[src/rtl/muldiv_if.sv]
// Request/result bundle between the register-file read side, the RV32M
// multiply/divide unit and the register-file write port.
interface muldiv_if #(
    parameter int XLEN = 32
);
    logic            start;
    logic [2:0]      funct3;
    logic [XLEN-1:0] rs1;
    logic [XLEN-1:0] rs2;
    logic [4:0]      rdi_in;
    logic            busy;
    logic            result_valid;
    logic [XLEN-1:0] result;
    logic [4:0]      result_rdi;

    modport master (
        output start, funct3, rs1, rs2, rdi_in,
        input  busy, result_valid, result, result_rdi
    );

    modport slave (
        input  start, funct3, rs1, rs2, rdi_in,
        output busy, result_valid, result, result_rdi
    );
endinterface

[src/rtl/muldiv_unit.sv]
// Iterative RV32M execution unit: single-cycle multiply, 32-step restoring
// divide with sign fix-up, fast path for divide-by-zero and signed overflow.
module muldiv_unit #(
    parameter int XLEN = 32
) (
    input  logic      clk,
    input  logic      rst_n,
    muldiv_if.slave   bus
);

    typedef enum logic [2:0] {
        S_IDLE = 3'd0,
        S_MUL  = 3'd1,
        S_DIV  = 3'd2,
        S_FIX  = 3'd3,
        S_DONE = 3'd4
    } state_e;

    localparam logic [XLEN-1:0] ALL_ONES = {XLEN{1'b1}};
    localparam logic [XLEN-1:0] MIN_NEG  = {1'b1, {(XLEN-1){1'b0}}};

    state_e          state_q, state_d;
    logic [1:0]      op_q, op_d;          // funct3[1:0]; funct3[2] only steers the FSM
    logic [XLEN-1:0] a_q, a_d;
    logic [XLEN-1:0] b_q, b_d;
    logic [4:0]      rdi_q, rdi_d;
    logic            a_neg_q, a_neg_d;
    logic            b_neg_q, b_neg_d;
    logic [XLEN-1:0] quo_q, quo_d;
    logic [XLEN-1:0] dvs_q, dvs_d;
    logic [XLEN-1:0] rem_q, rem_d;
    logic [4:0]      count_q, count_d;
    logic [XLEN-1:0] res_q, res_d;
    logic [4:0]      res_rdi_q, res_rdi_d;

    logic            in_signed;
    logic            in_special;
    logic [XLEN:0]   rem_shift;
    logic [XLEN:0]   rem_diff;

    function automatic logic [XLEN-1:0] mul_select(
        input logic [1:0]      op,
        input logic [XLEN-1:0] a,
        input logic [XLEN-1:0] b
    );
        logic signed [XLEN:0]     ax;
        logic signed [XLEN:0]     bx;
        logic signed [2*XLEN-1:0] p;
        ax = {((op == 2'b01) || (op == 2'b10)) & a[XLEN-1], a};
        bx = {(op == 2'b01) & b[XLEN-1], b};
        p  = ax * bx;
        return (op == 2'b00) ? p[XLEN-1:0] : p[2*XLEN-1:XLEN];
    endfunction

    // op[1] selects remainder, op[0] selects unsigned.
    function automatic logic [XLEN-1:0] div_fix(
        input logic [1:0]      op,
        input logic [XLEN-1:0] a,
        input logic [XLEN-1:0] b,
        input logic [XLEN-1:0] quo,
        input logic [XLEN-1:0] rem,
        input logic            a_neg,
        input logic            b_neg
    );
        logic [XLEN-1:0] q;
        logic [XLEN-1:0] r;
        if (b == '0) begin
            return op[1] ? a : ALL_ONES;
        end else if (!op[0] && (a == MIN_NEG) && (b == ALL_ONES)) begin
            return op[1] ? '0 : MIN_NEG;
        end else begin
            q = (a_neg ^ b_neg) ? ('0 - quo) : quo;
            r = a_neg ? ('0 - rem) : rem;
            return op[1] ? r : q;
        end
    endfunction

    assign in_signed  = ~bus.funct3[0];
    assign in_special = (bus.rs2 == '0) ||
                        (in_signed && (bus.rs1 == MIN_NEG) && (bus.rs2 == ALL_ONES));

    assign rem_shift = {rem_q, quo_q[XLEN-1]};
    assign rem_diff  = rem_shift - {1'b0, dvs_q};

    // State register plus all datapath registers.
    always_ff @(posedge clk) begin
        if (!rst_n) begin
            state_q   <= S_IDLE;
            op_q      <= '0;
            a_q       <= '0;
            b_q       <= '0;
            rdi_q     <= '0;
            a_neg_q   <= 1'b0;
            b_neg_q   <= 1'b0;
            quo_q     <= '0;
            dvs_q     <= '0;
            rem_q     <= '0;
            count_q   <= '0;
            res_q     <= '0;
            res_rdi_q <= '0;
        end else begin
            state_q   <= state_d;
            op_q      <= op_d;
            a_q       <= a_d;
            b_q       <= b_d;
            rdi_q     <= rdi_d;
            a_neg_q   <= a_neg_d;
            b_neg_q   <= b_neg_d;
            quo_q     <= quo_d;
            dvs_q     <= dvs_d;
            rem_q     <= rem_d;
            count_q   <= count_d;
            res_q     <= res_d;
            res_rdi_q <= res_rdi_d;
        end
    end

    always_comb begin
        state_d = state_q;
        unique case (state_q)
            S_IDLE: begin
                if (bus.start) begin
                    if (!bus.funct3[2])  state_d = S_MUL;
                    else if (in_special) state_d = S_FIX;
                    else                 state_d = S_DIV;
                end
            end
            S_MUL:  state_d = S_DONE;
            S_DIV:  if (count_q == 5'd31) state_d = S_FIX;
            S_FIX:  state_d = S_DONE;
            S_DONE: state_d = S_IDLE;
            default: state_d = S_IDLE;
        endcase
    end

    always_comb begin
        op_d      = op_q;
        a_d       = a_q;
        b_d       = b_q;
        rdi_d     = rdi_q;
        a_neg_d   = a_neg_q;
        b_neg_d   = b_neg_q;
        quo_d     = quo_q;
        dvs_d     = dvs_q;
        rem_d     = rem_q;
        count_d   = count_q;
        res_d     = res_q;
        res_rdi_d = res_rdi_q;
        unique case (state_q)
            S_IDLE: begin
                if (bus.start) begin
                    op_d    = bus.funct3[1:0];
                    a_d     = bus.rs1;
                    b_d     = bus.rs2;
                    rdi_d   = bus.rdi_in;
                    a_neg_d = in_signed & bus.rs1[XLEN-1];
                    b_neg_d = in_signed & bus.rs2[XLEN-1];
                    quo_d   = (in_signed & bus.rs1[XLEN-1]) ? ('0 - bus.rs1) : bus.rs1;
                    dvs_d   = (in_signed & bus.rs2[XLEN-1]) ? ('0 - bus.rs2) : bus.rs2;
                    rem_d   = '0;
                    count_d = '0;
                end
            end
            S_MUL: begin
                res_d     = mul_select(op_q, a_q, b_q);
                res_rdi_d = rdi_q;
            end
            S_DIV: begin
                // Restoring step: the quotient register doubles as the dividend shifter.
                if (!rem_diff[XLEN]) begin
                    rem_d = rem_diff[XLEN-1:0];
                    quo_d = {quo_q[XLEN-2:0], 1'b1};
                end else begin
                    rem_d = rem_shift[XLEN-1:0];
                    quo_d = {quo_q[XLEN-2:0], 1'b0};
                end
                count_d = count_q + 5'd1;
            end
            S_FIX: begin
                res_d     = div_fix(op_q, a_q, b_q, quo_q, rem_q, a_neg_q, b_neg_q);
                res_rdi_d = rdi_q;
            end
            default: ;
        endcase
    end

    always_comb begin
        bus.busy         = (state_q != S_IDLE);
        bus.result_valid = (state_q == S_DONE);
        bus.result       = res_q;
        bus.result_rdi   = res_rdi_q;
    end

endmodule

[src/flat_wrapper.sv]
// flat-port wrapper written by rule: the top's interface ports become plain ports
module muldiv_unit_flat 
#(
    parameter int XLEN = 32
)
  (clk, rst_n, bus_start, bus_funct3, bus_rs1, bus_rs2, bus_rdi_in, bus_busy, bus_result_valid, bus_result, bus_result_rdi);
  muldiv_if #(.XLEN(XLEN)) bus_i ();
  input  logic clk;
  input  logic rst_n;
  input wire logic [$bits(bus_i.start)-1:0] bus_start;
  input wire logic [$bits(bus_i.funct3)-1:0] bus_funct3;
  input wire logic [$bits(bus_i.rs1)-1:0] bus_rs1;
  input wire logic [$bits(bus_i.rs2)-1:0] bus_rs2;
  input wire logic [$bits(bus_i.rdi_in)-1:0] bus_rdi_in;
  output wire logic [$bits(bus_i.busy)-1:0] bus_busy;
  output wire logic [$bits(bus_i.result_valid)-1:0] bus_result_valid;
  output wire logic [$bits(bus_i.result)-1:0] bus_result;
  output wire logic [$bits(bus_i.result_rdi)-1:0] bus_result_rdi;
  assign bus_i.start = bus_start;
  assign bus_i.funct3 = bus_funct3;
  assign bus_i.rs1 = bus_rs1;
  assign bus_i.rs2 = bus_rs2;
  assign bus_i.rdi_in = bus_rdi_in;
  assign bus_busy = bus_i.busy;
  assign bus_result_valid = bus_i.result_valid;
  assign bus_result = bus_i.result;
  assign bus_result_rdi = bus_i.result_rdi;
  muldiv_unit #(.XLEN(XLEN)) u_core (.clk(clk), .rst_n(rst_n), .bus(bus_i));
endmodule
[config.mk]
export PLATFORM = sky130hd
export DESIGN_NAME = muldiv_unit_flat
export DESIGN_NICKNAME = d
export VERILOG_FILES = /design/src/rtl/muldiv_if.sv /design/src/rtl/muldiv_unit.sv /design/src/flat_wrapper.sv
export SDC_FILE = /design/constraint.sdc
export NUM_CORES = 2
export LEC_CHECK = 0
export ABC_AREA = 1
export CAP_MARGIN = 20
export CORE_MARGIN = 2
export CORE_UTILIZATION = 60
export CTS_CLUSTER_DIAMETER = 80
export DETAILED_ROUTE_END_ITERATION = 10
export PLACE_DENSITY = 0.84
export SYNTH_ARGS = -nofsm -noshare
export SYNTH_HDL_FRONTEND = slang
export SYNTH_SLANG_ARGS = --single-unit
[constraint.sdc]
create_clock -name clk -period 16.1 [get_ports clk]
set_input_delay 3.22 -clock clk [delete_from_list [all_inputs] [get_ports clk]]
set_output_delay 3.22 -clock clk [all_outputs]
set_load 0.005 [all_outputs]
* Word-level counts from Yosys, hierarchy flattened
Index checks and enable logic that the tools add are counted.
** Cells by class
- Reduce and logical (&&, ||, !) cells :: 18
- Add/subtract/negate cells :: 6
- Mux-type cells :: 24
- Equal/unequal tests :: 13
- Bitwise logic cells :: 6
- Multiply operators :: 1
** Operator list (number)
- 2-to-1 mux 32 bit :: 13
- case mux 32 bit (2 select lines) :: 3
- == test 32 bit (second input constant) :: 4
- subtractor 1 x 32 -> 32 bit (first input constant) :: 4
- zero test 32 bit :: 2
- multiplier 33 x 33 -> 64 bit :: 1
- subtractor 33 x 32 -> 33 bit :: 1
- case mux 5 bit (2 select lines) :: 1
- 2-to-1 mux 3 bit :: 3
- case mux 3 bit (3 select lines) :: 1
- == test 3 x 2 -> 1 bit (second input constant) :: 2
- AND reduction 2 bit :: 3
- adder 5 x 1 -> 5 bit (second input constant) :: 1
- == test 5 bit (second input constant) :: 1
- 2-to-1 mux 5 bit :: 1
- AND 1 bit :: 4
- logical AND 1 bit :: 4
- nonzero test 2 bit :: 2
- == test 3 x 1 -> 1 bit (second input constant) :: 1
- == test 3 bit (second input constant) :: 1
- zero test 3 bit :: 1
- nonzero test 3 bit :: 1
- == test 2 x 1 -> 1 bit (second input constant) :: 1
- == test 2 bit (second input constant) :: 1
- other kinds (9) :: 11
** Storage, ports and cells
- Input port bits :: 75
- Register bits after elaboration :: 214

* Longest topological paths before layout
- Depth after elaboration :: 8
- Depth in mapped cells :: 38

* Worst setup path after synthesis
OpenSTA, ideal clock, no wires.
- Path kind :: register to register
- Start :: reg u_core.op_q[1]
- End :: reg u_core.res_q[31] (netlist: u_core.bus.result[31])
- Setup time :: 0.119 ns
- Path slack :: 8.054 ns
- Cell stages (with the launch flop) :: 34
- Buffers on the path :: 3
- Arrival :: 7.927 ns
- Period minus slack after synthesis :: 8.046 ns
- Data required time :: 15.981 ns
- Cells stage by stage :: dfxtp_1 buf_2 clkinv_1 buf_2 ha_1 nand2_1 clkbuf_1 nor2_1 fa_1 inv_1 fa_1 inv_1 fa_1 inv_1 fa_1 fa_1 inv_1 fa_1 inv_1 fa_1 fa_1 inv_1 ha_1 nand2_1 nor3_1 nand2_1 nor4_1 nand2_1 nand3_1 nand2_1 nand3_1 nand2_1 nand2_1 a21oi_1
** On the way
- Cells in the longest elaborated chain, start to end :: 6
- Elaborated cells on any way between the ends :: 14
- Classes of those cells :: mul (1); eq/ne (2); mux (7); bitwise (2); reduce/logical (2)
** RTL lines
- from (decl) :: RTL line muldiv_unit.sv:23 : logic [1:0] op_q, op_d;
- from (signal assigned) :: RTL line muldiv_unit.sv:103 : op_q <= op_d;
- == test 2 x 1 -> 1 bit / == test 2 bit (equally long branches) :: RTL line muldiv_unit.sv:49, muldiv_unit.sv:50
- logical OR 1 bit :: RTL line muldiv_unit.sv:49 : ax = {((op == 2'b01) || (op == 2'b10)) & a[XLEN-1], a};
- AND 1 bit :: RTL line muldiv_unit.sv:49
- multiplier 33 x 33 -> 64 bit :: RTL line muldiv_unit.sv:51 : p = ax * bx;
- 2-to-1 mux 32 bit :: RTL line muldiv_unit.sv:52 : return (op == 2'b00) ? p[XLEN-1:0] : p[2*XLEN-1:XLEN];
- case mux 32 bit (2 select lines) * :: RTL line muldiv_unit.sv:149 : unique case (state_q)
- to (signal assigned) :: RTL line muldiv_unit.sv:113 : res_q <= res_d;
- to (decl) :: RTL line muldiv_unit.sv:33 : logic [XLEN-1:0] res_q, res_d;
Every way passes the cells marked *; elsewhere a longest branch is shown, timed or not.
A chain may end at the register's enable or synchronous reset.

* Worst setup path after layout
- Start :: reg u_core.op_q[1]
- End :: reg u_core.res_q[10] (netlist: u_core.bus.result[10])
The elaborated chain is that of the path after synthesis.

==> summary.txt <==
Timing
  • Clock skew: 0.0166 ns
  • Min setup slack post-route: 7.19 ns
  • Crit path time final: 8.91 ns
  • Fmax: 0.112 GHz
  • RSZ-0062 raised after global routing: false
  • Final Hold Vio Count: 0
  • Slew headroom: 0.265
  • Worst Max-Slew Pin Slew: 1.10 ns
  • Hold_ws: 0.462 ns
  • Setup TNS: 0 ns
  • Tcrit/Tclk final: 0.554
  • Slew Limit Fails: 0
  • Final setup vio count: 0

Yosys
  • Most common cell in the netlist: nand2_1
  • Count of flip-flops with a built-in enable after synthesis: 0
  • Share of the synthesized area in the top cell type: 0.404
  • Post-Synth Adder-Cell Area: 0.461
  • Synth Area in Compound Gates: 0.0728
  • Synth area leaders: fa_1, nand2_1, inv_1, dfxtp_1, ha_1
  • Syn_nets: 9176
  • Ys async rst share: 0
  • Synth Area in XOR/XNOR: 0.00720
  • Mux cell area share after synthesis: 0
  • Commonest cells in the synthesized netlist: nand2_1, inv_1, fa_1
  • Post-synth top area cell: fa_1
  • Synth Area in Simple Gates: 0.222
  • Mapped Cells: 7722
  • Synth Area per Inst: 7.22 um^2
  • Synth cell types: 59
  • Cell Area, Synth: 55800 um^2
  • Post-synth top flop: dfxtp_1
  • Largest family of logic cells by synthesized area: adder cells
  • Ys Warns: 0
  • Synth Register Bits: 213
  • Register area share after synthesis: 0.0765

Critical path
  • R2R depth: 27
  • Crit path launch type: flip-flop
  • Crit path DAT: 9.35 ns
  • Critical path endpoint category: flip-flop
  • Worst Path Required: 16.54 ns
  • Crit Reg-Reg Endpoint: u_core.bus.result[10]
  • Worst Setup Path Type: flip-flop to flip-flop
  • R2r startpoint: u_core.op_q[1]
  • Critical Path Fanout Max: 29
  • R2r setup slk: 7.19 ns

Clock tree
  • Clk_lat worst skew: 0.59 ns
  • Cts bufs inserted: 28
  • CTS Buffer Depth: 3
  • Setup bufs post-CTS: 0
  • CTS H-tree lvls: 1
  • CTS tree: done
  • CTS resizes: 0
  • TritonCTS Sinks: 213
  • Clk root buf: clkbuf_16
  • Hold Buf Count CTS: 0
  • Clock-pin slew on the worst setup and hold paths: 0.06 ns

Floorplan
  • Vert. Die Dim: 309 um
  • CORE AREA: 91900 um^2
  • Die X: 309 um
  • Die area: 95400 um^2
  • Rows: 111
  • Initial Util: 0.607
  • IO Count: 114

Flow run
  • Max Cap Viol: 0

Worst hold path
  • WHS Path Cells: 2
  • Worst hold start: u_core.rdi_q[4]
  • Hold Path Sink: u_core.bus.result_rdi[4]
  • Hold Crit Class: flip-flop to flip-flop

Drt
  • Wire per inst: 21.2 um
  • Initial drt markers: 5667
  • Antenna Nets Post-Route: 0
  • Routed WL: 187000 um
  • # DRC: 0
  • Vias per std cell: 5.75
  • DR vias: 50700
  • First-pass DRT Iterations: 6

Global route
  • GRT Resource Usage Total: 0.402
  • Initial antenna violation count: 9
  • Number of global-route vias before repair: 52300
  • Largest net degree at the start of global routing: 169
  • GRT overflow: 0
  • First-pass GRT wire length: 293000 um

Finish
  • Fillcell total: 8096
  • Antenna Cells: 0
  • Share of post-route cells with drive strength above 1: 0.0342
  • NumNets Final: 9015
  • P&R area growth vs syn: 4.86%

Power and ir drop
  • PD cells: 129 nW/um^2
  • Static leakage: 0.0304 uW
  • Maximum VDD drop: 0.000119 V

Placement
  • Final HPWL DP: 152000 um
  • PortBufs: 113
  • GPL Wtd Cong: 1.09
  • DP Worst Slack: 7.28 ns

Outcome
  • Status: complete, no violations
==> flip-flops by register name, indices dropped and copies added, names as in the netlist <==
name / cells
u_core.state_q: 3
u_core.rdi_q: 5
u_core.b_q: 31
u_core.quo_q: 32
u_core.dvs_q: 32
u_core.bus.result: 32
u_core.rem_q: 32
u_core.a_neg_q: 1
u_core.op_q: 2
u_core.a_q: 32
u_core.b_neg_q: 1
u_core.count_q: 5
u_core.bus.result_rdi: 5
==> worst max-delay path: stages (launching register included) <==
cell and delay, ns:
dfxtp_2 0.33, clkinv_1 0.13, ha_1 0.38, nand2_1 0.07, buf_4 0.25, nor2_1 0.30
fa_1 0.53, fa_1 0.63, fa_1 0.51, inv_1 0.43, fa_1 0.51, inv_1 0.09
fa_1 0.44, fa_1 0.56, inv_1 0.05, fa_1 0.46, fa_1 0.50, inv_1 0.04
ha_1 0.36, a21oi_1 0.37, o21ai_0 0.26, a21oi_1 0.18, nand2_1 0.12, nand3b_1 0.26
o21ai_0 0.52, nand2_1 0.22, nand2_1 0.14, a21oi_1 0.08
==> metrics by stage <==
stage           util  cell area (um^2)  power (uW)  instances
2_1_floorplan      -             55800        4610       7722
3_3_place_gp   0.625             57500        6600       8773
3_5_place_dp   0.625             57500        6620       8773
4_1_cts        0.636             58400        7410       8825
5_1_grt        0.636             58500        8170       8826
6_report       0.636             58500        7540       8826
==> kinds of logic (layout without fill, tap and decap cells) <==
family	after synthesis	in the layout
compound gates	724	724
xor+xnor	45	45
fa+ha+maj	1379	1379
buf+inv	2345	2206
flops	213	213
simple gates	3016	3016
==> where the power goes <==
part	internal (uW)	switching (uW)	total, uW
Clock	389	300	689
Combinational	1990	4180	6170
Sequential	589	91.5	681
==> cells in the final DEF, fill, tap and decap left out, types with 26 or more instances in the layout <==
cell,count
dfxtp_1,206
nor3_1,49
buf_4,73
clkbuf_16,28
inv_1,1940
o21bai_1,32
o21ai_0,216
nor2_1,442
ha_1,253
fa_1,1126
a21oi_1,324
nand4_1,57
nand3_1,299
a211oi_1,26
clkdlybuf4s50_1,112
nand2_1,2060
==> metal layers <==
metal,track usage,vias up,part of all wire
li1,-,22300,-
met1,0.539,24700,0.38
met2,0.618,3095,0.44
met3,0.111,661,0.13
met4,0.167,10,0.052
met5,0,-,0.00030
==> worst max path at each step <==
stage | to | slack (ns) | start
2_1_floorplan | u_core.bus.result[31] | 8.05 | u_core.op_q[1]
3_3_place_gp | u_core.bus.result[31] | 7.44 | u_core.op_q[1]
3_5_place_dp | u_core.bus.result[21] | 7.28 | u_core.op_q[1]
4_1_cts | u_core.bus.result[21] | 7.23 | u_core.op_q[1]
5_1_grt | u_core.bus.result[21] | 6.68 | u_core.op_q[1]
6_report | u_core.bus.result[10] | 7.19 | u_core.op_q[1]
==> layout make-up <==
cell class	count	area, um^2	share of cell area
timing repair buffer	188	1720	0.0294
tap	1243	1560	0.0266
inverter	1966	7380	0.126
clock inverter	20	246	0.00422
multi-input combinational	5164	42600	0.728
sequential	213	4270	0.0731
clock buffer	32	746	0.0128
Note: power is estimated with default switching activity, not from simulation.
